[src/rtl/bus_arbiter_8x1.sv]
// Round-robin 8:1 arbiter for the shared result bus, with a
// single-entry output register drained over valid/ready.
module bus_arbiter_8x1 #(
  parameter int WIDTH = 32,
  parameter int NSRC  = 8
) (
  input  logic                  clk,
  input  logic                  reset,
  input  logic [NSRC-1:0]       req,
  input  logic [NSRC-1:0]       req_mask,
  input  logic [NSRC*WIDTH-1:0] data_in,
  output logic [NSRC-1:0]       ack,
  output logic                  S2,
  output logic                  S1,
  output logic                  S0,
  output logic                  out_valid,
  input  logic                  out_ready,
  output logic [WIDTH-1:0]      out_data,
  output logic [2:0]            out_src
);

  typedef enum logic {
    IDLE = 1'b0,
    FULL = 1'b1
  } state_t;

  state_t           r_state;
  logic [WIDTH-1:0] r_data;
  logic [2:0]       r_src;
  logic [2:0]       r_ptr;

  logic [NSRC-1:0]  w_eff;
  logic [2:0]       w_win;
  logic [2:0]       w_idx;
  logic             w_found;
  logic             w_load;
  logic [2:0]       w_sel;

  assign w_eff = req & req_mask;

  // Scan starts just after the last grant; k=NSRC wraps back to r_ptr.
  always_comb begin
    w_win   = '0;
    w_found = 1'b0;
    w_idx   = '0;
    for (int k = 1; k <= NSRC; k++) begin
      w_idx = r_ptr + 3'(k);
      if (!w_found && w_eff[w_idx]) begin
        w_win   = w_idx;
        w_found = 1'b1;
      end
    end
  end

  assign w_load = !reset && (|w_eff)
               && (r_state == IDLE || out_ready);

  assign ack   = w_load ? (NSRC'(1) << w_win) : '0;
  assign w_sel = reset ? 3'd0 : (w_load ? w_win : r_src);
  assign {S2, S1, S0} = w_sel;

  always_ff @(posedge clk) begin
    if (reset) begin
      r_state <= IDLE;
      r_data  <= '0;
      r_src   <= '0;
      r_ptr   <= 3'd7;
    end else if (w_load) begin
      r_state <= FULL;
      r_data  <= data_in[32'(w_win)*WIDTH +: WIDTH];
      r_src   <= w_win;
      r_ptr   <= w_win;
    end else if (r_state == FULL && out_ready) begin
      r_state <= IDLE;
    end
  end

  assign out_valid = (r_state == FULL);
  assign out_data  = r_data;
  assign out_src   = r_src;

endmodule
[config.mk]
export PLATFORM = sky130hd
export DESIGN_NAME = bus_arbiter_8x1
export DESIGN_NICKNAME = d
export VERILOG_FILES = /design/src/rtl/bus_arbiter_8x1.sv
export SDC_FILE = /design/constraint.sdc
export NUM_CORES = 1
export LEC_CHECK = 0
export BUFFER_PORTS_ARGS = -buffer_cell sky130_fd_sc_hd__buf_2
export CORE_AREA = 8 8 119 121
export CTS_BUF_LIST = sky130_fd_sc_hd__clkbuf_4 sky130_fd_sc_hd__clkbuf_8
export CTS_CLUSTER_DIAMETER = 50
export DETAILED_ROUTE_END_ITERATION = 8
export DIE_AREA = 0 0 127 129
export PLACE_DENSITY = 0.69
export SLEW_MARGIN = 20
export SYNTH_ARGS = -nofsm -noshare
export SYNTH_HDL_FRONTEND = slang
export SYNTH_SLANG_ARGS = --single-unit
[constraint.sdc]
create_clock -name clk -period 8.8 [get_ports clk]
set_clock_uncertainty 0.1 [all_clocks]
set_input_delay 0.88 -clock clk [delete_from_list [all_inputs] [get_ports clk]]
set_output_delay 0.88 -clock clk [all_outputs]
set_load 0.01 [all_outputs]
==> summary.txt, run 1 <==
Status
  – Status: completed

STA
  – Hold slack: around 360 ps
  – Setup WS post-layout: 2980 ps
  – F_max: 0.172 GHz
  – Fin crit share: 66.2%
  – Slew @ Worst Pin: between 1000 and 1500 ps
  – Worst rel slew slack: between 20% and 30%
  – Minimum clock period: 5820 ps
  – Final setup fails: 0
  – Final Max Tran Viols: 0
  – Unrepaired setup endpoints after global routing: false
  – Final hold viol count: 0
  – Final setup TNS: 0 ps

Power
  – PD cells: 599 mW/mm^2
  – Worst VDD drop: 0.395 mV
  – Lkg Pwr: around 3.3 nW

Drt
  – DRC: 0
  – 1st-iter DRT viols: 276
  – Vias per cell: ~5.4
  – Drt wl/cell: a little under 20 microns
  – WL final: 18.0 mm
  – DRT antenna net count: 0
  – Total iterations of the first detailed-routing run: 5
  – Total number of vias: 5003

Critical path
  – Worst Path Required: about 7800 ps
  – WP data arrival: 4840 ps
  – Critical path type: reg2out
  – Worst setup SP type: flip-flop
  – Critical path capture point type: primary output
  – Worst-path maximum fanout: 24

Place
  – DP Area: 0.00598 sq mm
  – Number of port buffers: 321
  – Final RePlAce weighted congestion: 0.907
  – Place WS: between 3000 and 4000 ps
  – Post-DP HPWL: ~15 mm

Synth
  – Synth Instances: around 480
  – Most frequent cell after synthesis: mux2i_1
  – Seq cells post-synth: 39
  – Synthesized area: 0.00436 sq mm
  – Ys Warns: 0
  – Synth Flop Type: dfxtp_1
  – Largest family of logic cells by synthesized area: multiplexers
  – Synth cell count leaders: mux2i_1 (152), nand2_1 (50), dfxtp_1 (39)
  – Asr flop ratio synth: 0%
  – Post-Synth Adder-Cell Area: 0.574%
  – Distinct cells, synth: 55
  – EDFF count, synth: 0
  – Synth Area in Compound Gates: 20.8%
  – Synthesized Nets: 759
  – Synth Area in XOR/XNOR: 0.603%
  – Area contributors post-synth: mux2i_1 (35%), dfxtp_1 (18%), o221ai_1 (6.6%)
  – Post-synthesis simple-gate area fraction: 12.9%
  – Post-synthesis sequential area ratio: between 15 and 20%
  – Synth area leader: mux2i_1
  – Mux contribution to synthesized area: a little over 40%
  – Mean Syn Cell Area: 9.04 sq um
  – Post-synth top area share: between 30% and 40%

Global routing
  – Largest net degree at the start of global routing: 71
  – GRT Resource Usage Total: 20.6%
  – Remaining global-route overflow: 0
  – Initial antenna violation count: 1
  – First-pass GRT wire length: 27.0 mm
  – Vias in the first global route: 5180

Clock network
  – Post-CTS Setup Inserts: 0
  – CTS Sinks: 39
  – Post-CTS sizing: 0
  – CTS Hold Bufs: 0
  – CTS H-tree depth: 2
  – Clock-pin slew on the worst setup and hold paths: 90 ps
  – Worst-skew pair later-pin latency: roughly 290 ps
  – Clock buffer count from CTS: 5
  – CTS tree: done
  – Maximum root-to-sink buffer count: 2
  – Root buf cell: clkbuf_8

Die
  – Die footprint: about 0.016 sq mm
  – Core box area: 0.0123 sq mm
  – Row cnt: 41
  – Die span in y: 129 microns
  – Die X: 127 microns
  – Initial Utilization: between 30% and 40%
  – Ports: between 300 and 400

Layout
  – Multi-input logic area: 0.00332 sq mm
  – Fin nets: 1055
  – Fillcell total: 1261
  – Final Instance Area: 0.00606 sq mm
  – Sequential cell area: 781 sq um
  – Ratio of cells with drive above 1 in the final layout: between 40% and 50%
  – Antenna Cells: 0
  – Area Overhead vs Synth: 39.1%

Job
  – Max_cap viols: 0

Hold path
  – Type of the tightest min-delay check: reg2reg
stage by stage:
step                power (mW)  utilization [%]  cells
floorplan                 3.06                -    482
global placement          3.51             48.6    921
detailed placement        3.52             48.6    921
CTS                       3.66             49.2    928
global route              3.90             49.2    928
finish                    3.63             49.2    928
worst paths after layout:
path                            startpoint           to  slack (ps)  depth (start not counted)
worst max register to register    r_ptr[1]  out_data[5]        3520                         11
worst min register to register  out_src[1]   out_src[1]         360                          2
worst max-delay path              r_ptr[1]           S0        2980                         11
worst min-delay path            out_src[1]   out_src[1]         360                          2
final cells by class:
class | count | area share, %
sequential | 39 | 12.9
clock buffer | 5 | 1.14
inverter | 5 | 0.310
clock inverter | 2 | 0.227
tap | 150 | 3.10
timing repair buffer | 330 | 27.6
multi-input combinational | 397 | 54.7
flip-flops by register name (all words and copies together) (netlist names):
name and cells:
out_data 32, out_src 3, r_ptr 3, out_valid 1
cells in the final DEF (no fill, tap or decap), drive strengths merged, types with 2 or more instances in the layout:
cell and n:
nand4 10, a21oi 7, ha 2, nand3 6, mux2i 152, and3 2
inv 5, nand4bb 2, clkbuf 5, dfxtp 39, nand2b 2, nor3b 2
or2 2, mux2 8, nor2 11, xor2 2, clkinv 2, o22ai 3
buf 330, o21ai 10, nor4 4, nor3 7, o211ai 6, nand4b 6
a41oi 2, and2 2, nand2 50, a21o 32, o2111ai 2, o21a 9
o221ai 33, mux4 7
power by group:
part	internal [mW]	switching [mW]	total, mW
clock network	0.0544	0.0683	0.123
registers	0.261	0.0526	0.314
logic	1.50	1.70	3.19
total	1.81	1.82	3.63
kinds of logic (layout without fill, tap and decap cells):
kind of cell | count (synthesis) | count (layout)
mux | 167 | 167
compound gates | 115 | 115
xor+xnor | 3 | 3
simple gates | 110 | 110
flops | 39 | 39
fa+ha+maj | 2 | 2
buf+inv | 46 | 342
metal layers:
| layer | track usage (%) | routed length (microns) |
|---|---|---|
| met4 | 5.46 | 287 |
| met3 | 6.54 | 1470 |
| met2 | 36.8 | 9230 |
| met5 | 0 | 13 |
| met1 | 23.1 | 7000 |
worst max-delay path, cell delays in order, from the launching register on:
cell and delay (ps):
dfxtp_1 780, inv_1 170, ha_1 480, inv_1 270, mux4_2 630, or4_4 590, nor3_1 260, o21ai_1 180
nand2_2 350, buf_4 470, a22o_1 210, buf_2 130
(Power assumes the default switching activity.)
==> run 2: changes to the inputs <==
Settings changed: CORE_AREA 8 8 119 121 to 8 8 120 122, DIE_AREA 0 0 127 129 to 0 0 128 130, PLACE_DENSITY 0.69 to 0.71.
Clock period 8.8 ns to 4.74 ns, I/O delays scaled along.
==> summary.txt, run 2 (synthesized netlist as in run 1, its figures left out) <==
Die
  – Row cnt: 41
  – Die X: 128 microns
  – Initial Utilization: a little over a third
  – Ports: 322
  – Core box area: roughly 0.012 sq mm
  – Die span in y: 130 microns
  – Die footprint: 0.0166 sq mm

STA
  – Final hold viol count: 0
  – F_max: 0.234 GHz
  – Setup WS post-layout: 464 ps
  – Minimum clock period: 4280 ps
  – Final setup TNS: 0 ps
  – Final setup fails: 0
  – Worst rel slew slack: around 40%
  – Slew @ Worst Pin: around 900 ps
  – Unrepaired setup endpoints after global routing: false
  – Final Max Tran Viols: 0
  – Fin crit share: about nine tenths

Drt
  – DRC: 0
  – Vias per cell: approximately 5.3
  – WL final: 18.0 mm
  – Total iterations of the first detailed-routing run: 4
  – Drt wl/cell: 18.7 microns
  – DRT antenna net count: 0
  – 1st-iter DRT viols: a little under 300
  – Total number of vias: approximately 5100

Clock network
  – Root buf cell: clkbuf_8
  – Maximum root-to-sink buffer count: 2
  – CTS tree: done
  – Clock-pin slew on the worst setup and hold paths: 90 ps
  – CTS Hold Bufs: 0
  – CTS H-tree depth: 2
  – CTS Sinks: 39
  – Worst-skew pair later-pin latency: 300 ps
  – Clock buffer count from CTS: 5
  – Post-CTS sizing: 0
  – Post-CTS Setup Inserts: 0

Power
  – Worst VDD drop: 0.823 mV
  – PD cells: 1130 mW/mm^2
  – Lkg Pwr: 3.40 nW

Critical path
  – CP most frequent cell: inv_1
  – WP data arrival: between 3000 and 4000 ps
  – Worst-path maximum fanout: 42
  – Critical path's slowest cell: mux4_2
  – Worst Path Required: 4170 ps
  – Delay of the slowest critical-path stage: 630 ps
  – Worst setup SP type: flip-flop
  – Critical path, cell by cell: inv_1 > ha_1 > inv_1 > mux4_2 > or4_4 > o32ai_4 > buf_12 > nor3b_1 > buf_2
  – Critical path capture point type: primary output
  – Critical path type: reg2out

Layout
  – Commonest non-fill, non-tap cell in the layout: buf_2
  – Area Overhead vs Synth: 43.1%
  – Fin nets: ~1100
  – Most frequent cells in the layout: buf_2 (321), mux2i_1 (152), nand2_1 (49), dfxtp_1 (39), o221ai_1 (33)
  – Ratio of cells with drive above 1 in the final layout: 47.5%
  – Fillcell total: ~1300
  – Fin util: 50.2%
  – Max reg flops: 32

Place
  – Post-DP HPWL: 14.8 mm
  – Final RePlAce weighted congestion: 0.918
  – Place WS: 688 ps
  – Number of port buffers: 321

Job
  – Max_cap viols: 0

Global routing
  – Vias in the first global route: approximately 5400
  – Remaining global-route overflow: 0
  – Largest net degree at the start of global routing: 48
  – GRT Resource Usage Total: 20.4%
  – Initial antenna violation count: 2
  – First-pass GRT wire length: around 27 mm

Status
  – Status: completed

Hold path
  – Type of the tightest min-delay check: in2reg
## run 2: cell types whose count changed in the layout (fill, tap and decap cells not counted), sizes merged
cell | previous run | this run
inv | 5 | 6
buf | 330 | 338
clkbuf | 5 | 6
clkinv | 2 | 0
bufinv | 0 | 1
diode | 0 | 1
## run 2: final timing paths
path / start / end / cells after the start / slack (ps)
worst max register to register: r_ptr[0] / out_data[19] / 10 / 680
worst max-delay path: r_ptr[0] / ack[5] / 9 / 460
worst min-delay path: out_ready / out_valid / 3 / 350
worst min register to register: out_src[2] / out_src[2] / 2 / 370
## run 2: per-layer routing
metal / up-vias / part of all wire, % / track usage (%)
met5: - / 0.045 / 0
met4: 2 / 1.4 / 5.24
met3: 21 / 8.0 / 6.12
met2: 224 / 52 / 38.0
met1: 2347 / 38 / 22.2
li1: 2493 / - / -
## run 2: worst max-delay path: cells and delay by family (launching register included)
family          cells  cell delay (ps)
buf+inv             4              800
simple gates        2              680
mux                 1              630
compound gates      1              610
flops               1              340
fa+ha+maj           1              330
## run 2: metrics by stage
step / total power [mW] / std cells / area (sq um) / hold WS (ps)
final: 7.04 / 960 / 6230 / 352
after global routing: 7.56 / 960 / 6230 / 366
after CTS: 7.08 / 959 / 6230 / 346
after detailed placement: 6.74 / 951 / 6110 / 361
after global placement: 6.71 / 951 / 6110 / 344
after floorplan: 5.68 / 482 / 4360 / 409
## run 2: layout make-up
class / instances / area, sq um / area share, %
sequential: 39 / 781 / 12.5
clock inverter: 2 / 38.8 / 0.622
inverter: 5 / 18.8 / 0.301
timing repair buffer: 338 / 1770 / 28.4
antenna: 1 / 2.50 / 0.0402
multi-input combinational: 397 / 3320 / 53.3
clock buffer: 6 / 82.6 / 1.33
tap: 172 / 215 / 3.45
## run 2: where the power goes
group,switching [mW],internal [mW],total (mW)
logic,3.24,2.93,6.17
clock network,0.139,0.174,0.312
registers,0.0764,0.485,0.561
total,3.46,3.59,7.04
==> run 3: changes to the inputs <==
Settings changed: CORE_AREA 8 8 120 122 to 8 8 118 120, DIE_AREA 0 0 128 130 to 0 0 126 128, PLACE_DENSITY 0.71 to 0.7.
Clock period 4.74 ns to 4.1 ns, I/O delays scaled along.
==> summary.txt, run 3 (synthesized netlist as in run 1, its figures left out) <==
Power
  – Pint: 4.32 mW
  – Lkg Pwr: 3.45 nW
  – Combinational power share: 88.9%
  – Worst VDD drop: about 1.3 mV
  – Psw: about 4 mW
  – Pwr Total: 8.40 mW
  – PD cells: 1330 mW/mm^2
  – Net Sw Frac: between 40% and 50%
  – Reg power frac: 7.8%
  – Clock network fraction of total power: approximately 3.3%

Critical path
  – Critical path type: reg2out
  – Worst Path Required: 3590 ps
  – Worst-path maximum fanout: 31
  – Worst setup SP type: flip-flop
  – Critical path capture point type: primary output
  – WP data arrival: 3380 ps

Clock network
  – Worst-skew pair later-pin latency: 300 ps
  – Root buf cell: clkbuf_8
  – Clock buffer count from CTS: 5
  – CTS Sinks: 39
  – Clock-pin slew on the worst setup and hold paths: 80 ps
  – CTS tree: done
  – CTS Hold Bufs: 0
  – CTS H-tree depth: 2
  – Maximum root-to-sink buffer count: 2
  – Post-CTS Setup Inserts: 0

STA
  – Minimum clock period: 3890 ps
  – Slew @ Worst Pin: 658 ps
  – Final setup TNS: 0 ps
  – Final Max Tran Viols: 0
  – Final setup fails: 0
  – Fin crit share: 94.9%
  – Unrepaired setup endpoints after global routing: false
  – F_max: 0.257 GHz
  – Worst rel slew slack: a little under three fifths
  – Final hold viol count: 0

Layout
  – Area Overhead vs Synth: 44.5%
  – Max reg flops: 32
  – Commonest non-fill, non-tap cell in the layout: buf_2
  – Ratio of cells with drive above 1 in the final layout: between 40% and 50%
  – Most frequent cells in the layout: buf_2 (321), mux2i_1 (152), nand2_1 (49), dfxtp_1 (39)
  – Antenna Cells: 0
  – Fin nets: 1073

Die
  – Die span in y: 128 microns
  – Initial Utilization: 35.7%
  – Die footprint: between 0.015 and 0.02 sq mm
  – Core box area: 0.0122 sq mm
  – Die X: 126 microns
  – Ports: 322
  – Row cnt: 41

Global routing
  – Remaining global-route overflow: 0
  – Vias in the first global route: ~5300
  – First-pass GRT wire length: 27.8 mm
  – GRT Resource Usage Total: 21.6%
  – Initial antenna violation count: 1
  – Largest net degree at the start of global routing: 37

Drt
  – DRC: 0
  – Drt wl/cell: 19.7 microns
  – Total iterations of the first detailed-routing run: 5
  – WL final: 18.7 mm
  – DRT antenna net count: 0
  – Vias per cell: 5.47
  – 1st-iter DRT viols: approximately 330
  – Total number of vias: approximately 5200

Job
  – Max_cap viols: 0

Place
  – Post-DP HPWL: 15.8 mm
  – Number of port buffers: 321
  – Final RePlAce weighted congestion: 0.937

Hold path
  – Type of the tightest min-delay check: in2reg

Status
  – Status: completed
## run 3: cell count changes in the layout (fill, tap and decap cells not counted), sizes merged
cell    previous run  this run
diode              1         0
clkinv             0         1
buf              338       348
clkbuf             6         7
inv                6         5
bufinv             1         0
## run 3: power groups by stage
| stage | Combinational [mW] | Sequential, mW | Clock, mW |
|---|---|---|---|
| floorplan | 5.87 | 0.701 | 0 |
| global placement | 7.37 | 0.656 | 0 |
| detailed placement | 7.42 | 0.661 | 0 |
| CTS | 7.44 | 0.653 | 0.290 |
| global route | 8.05 | 0.673 | 0.303 |
| finish | 7.47 | 0.654 | 0.280 |
## run 3: layout make-up
type,instances,area [sq um]
inverter,5,18.8
multi-input combinational,397,3360
fill,1204,5910
sequential,39,781
clock buffer,7,83.8
clock inverter,1,5.00
timing repair buffer,348,1860
tap,150,188
## run 3: critical path: stages, from the launching register on
cell     delay, ps
dfxtp_1        350
inv_1          100
ha_1           330
inv_2          140
mux4_2         530
or4_4          570
o22ai_2        240
o32ai_4        160
buf_12         210
nor4_1         270
buf_2          180
## run 3: worst paths after layout
check / startpoint / slack [ps] / to / cells past startpoint
max: r_ptr[0] / 210 / ack[0] / 10
min: out_ready / 290 / out_valid / 3
max reg2reg: r_ptr[0] / 370 / out_data[3] / 11
min reg2reg: out_src[1] / 370 / out_src[1] / 2
## run 3: repair_timing
item / CTS / global route
gates resized for setup: 0 / 7
setup endpoints to repair: 0 / 11
endpoints found under the hold margin: 0 / 0
## run 3: layer usage
layer	up-vias	part of all wire [%]	GRT usage [%]
li1	2523	-	-
met1	2383	39	24.1
met2	252	52	39.6
met3	23	7.4	5.99
met4	2	1.5	5.52
met5	-	0.070	0
## run 3: through the flow
stage / cells / area (sq um) / hold WS, ps / setup slack (ps) / util, %
after CTS: 947 / 6250 / 282 / 65.7 / 51.2
after global routing: 947 / 6290 / 314 / 5.34 / 51.6
after global placement: 939 / 6160 / 341 / 362 / 50.5
final: 947 / 6290 / 286 / 207 / 51.6
after floorplan: 482 / 4360 / 409 / 230 / -
after detailed placement: 939 / 6160 / 354 / 307 / 50.5
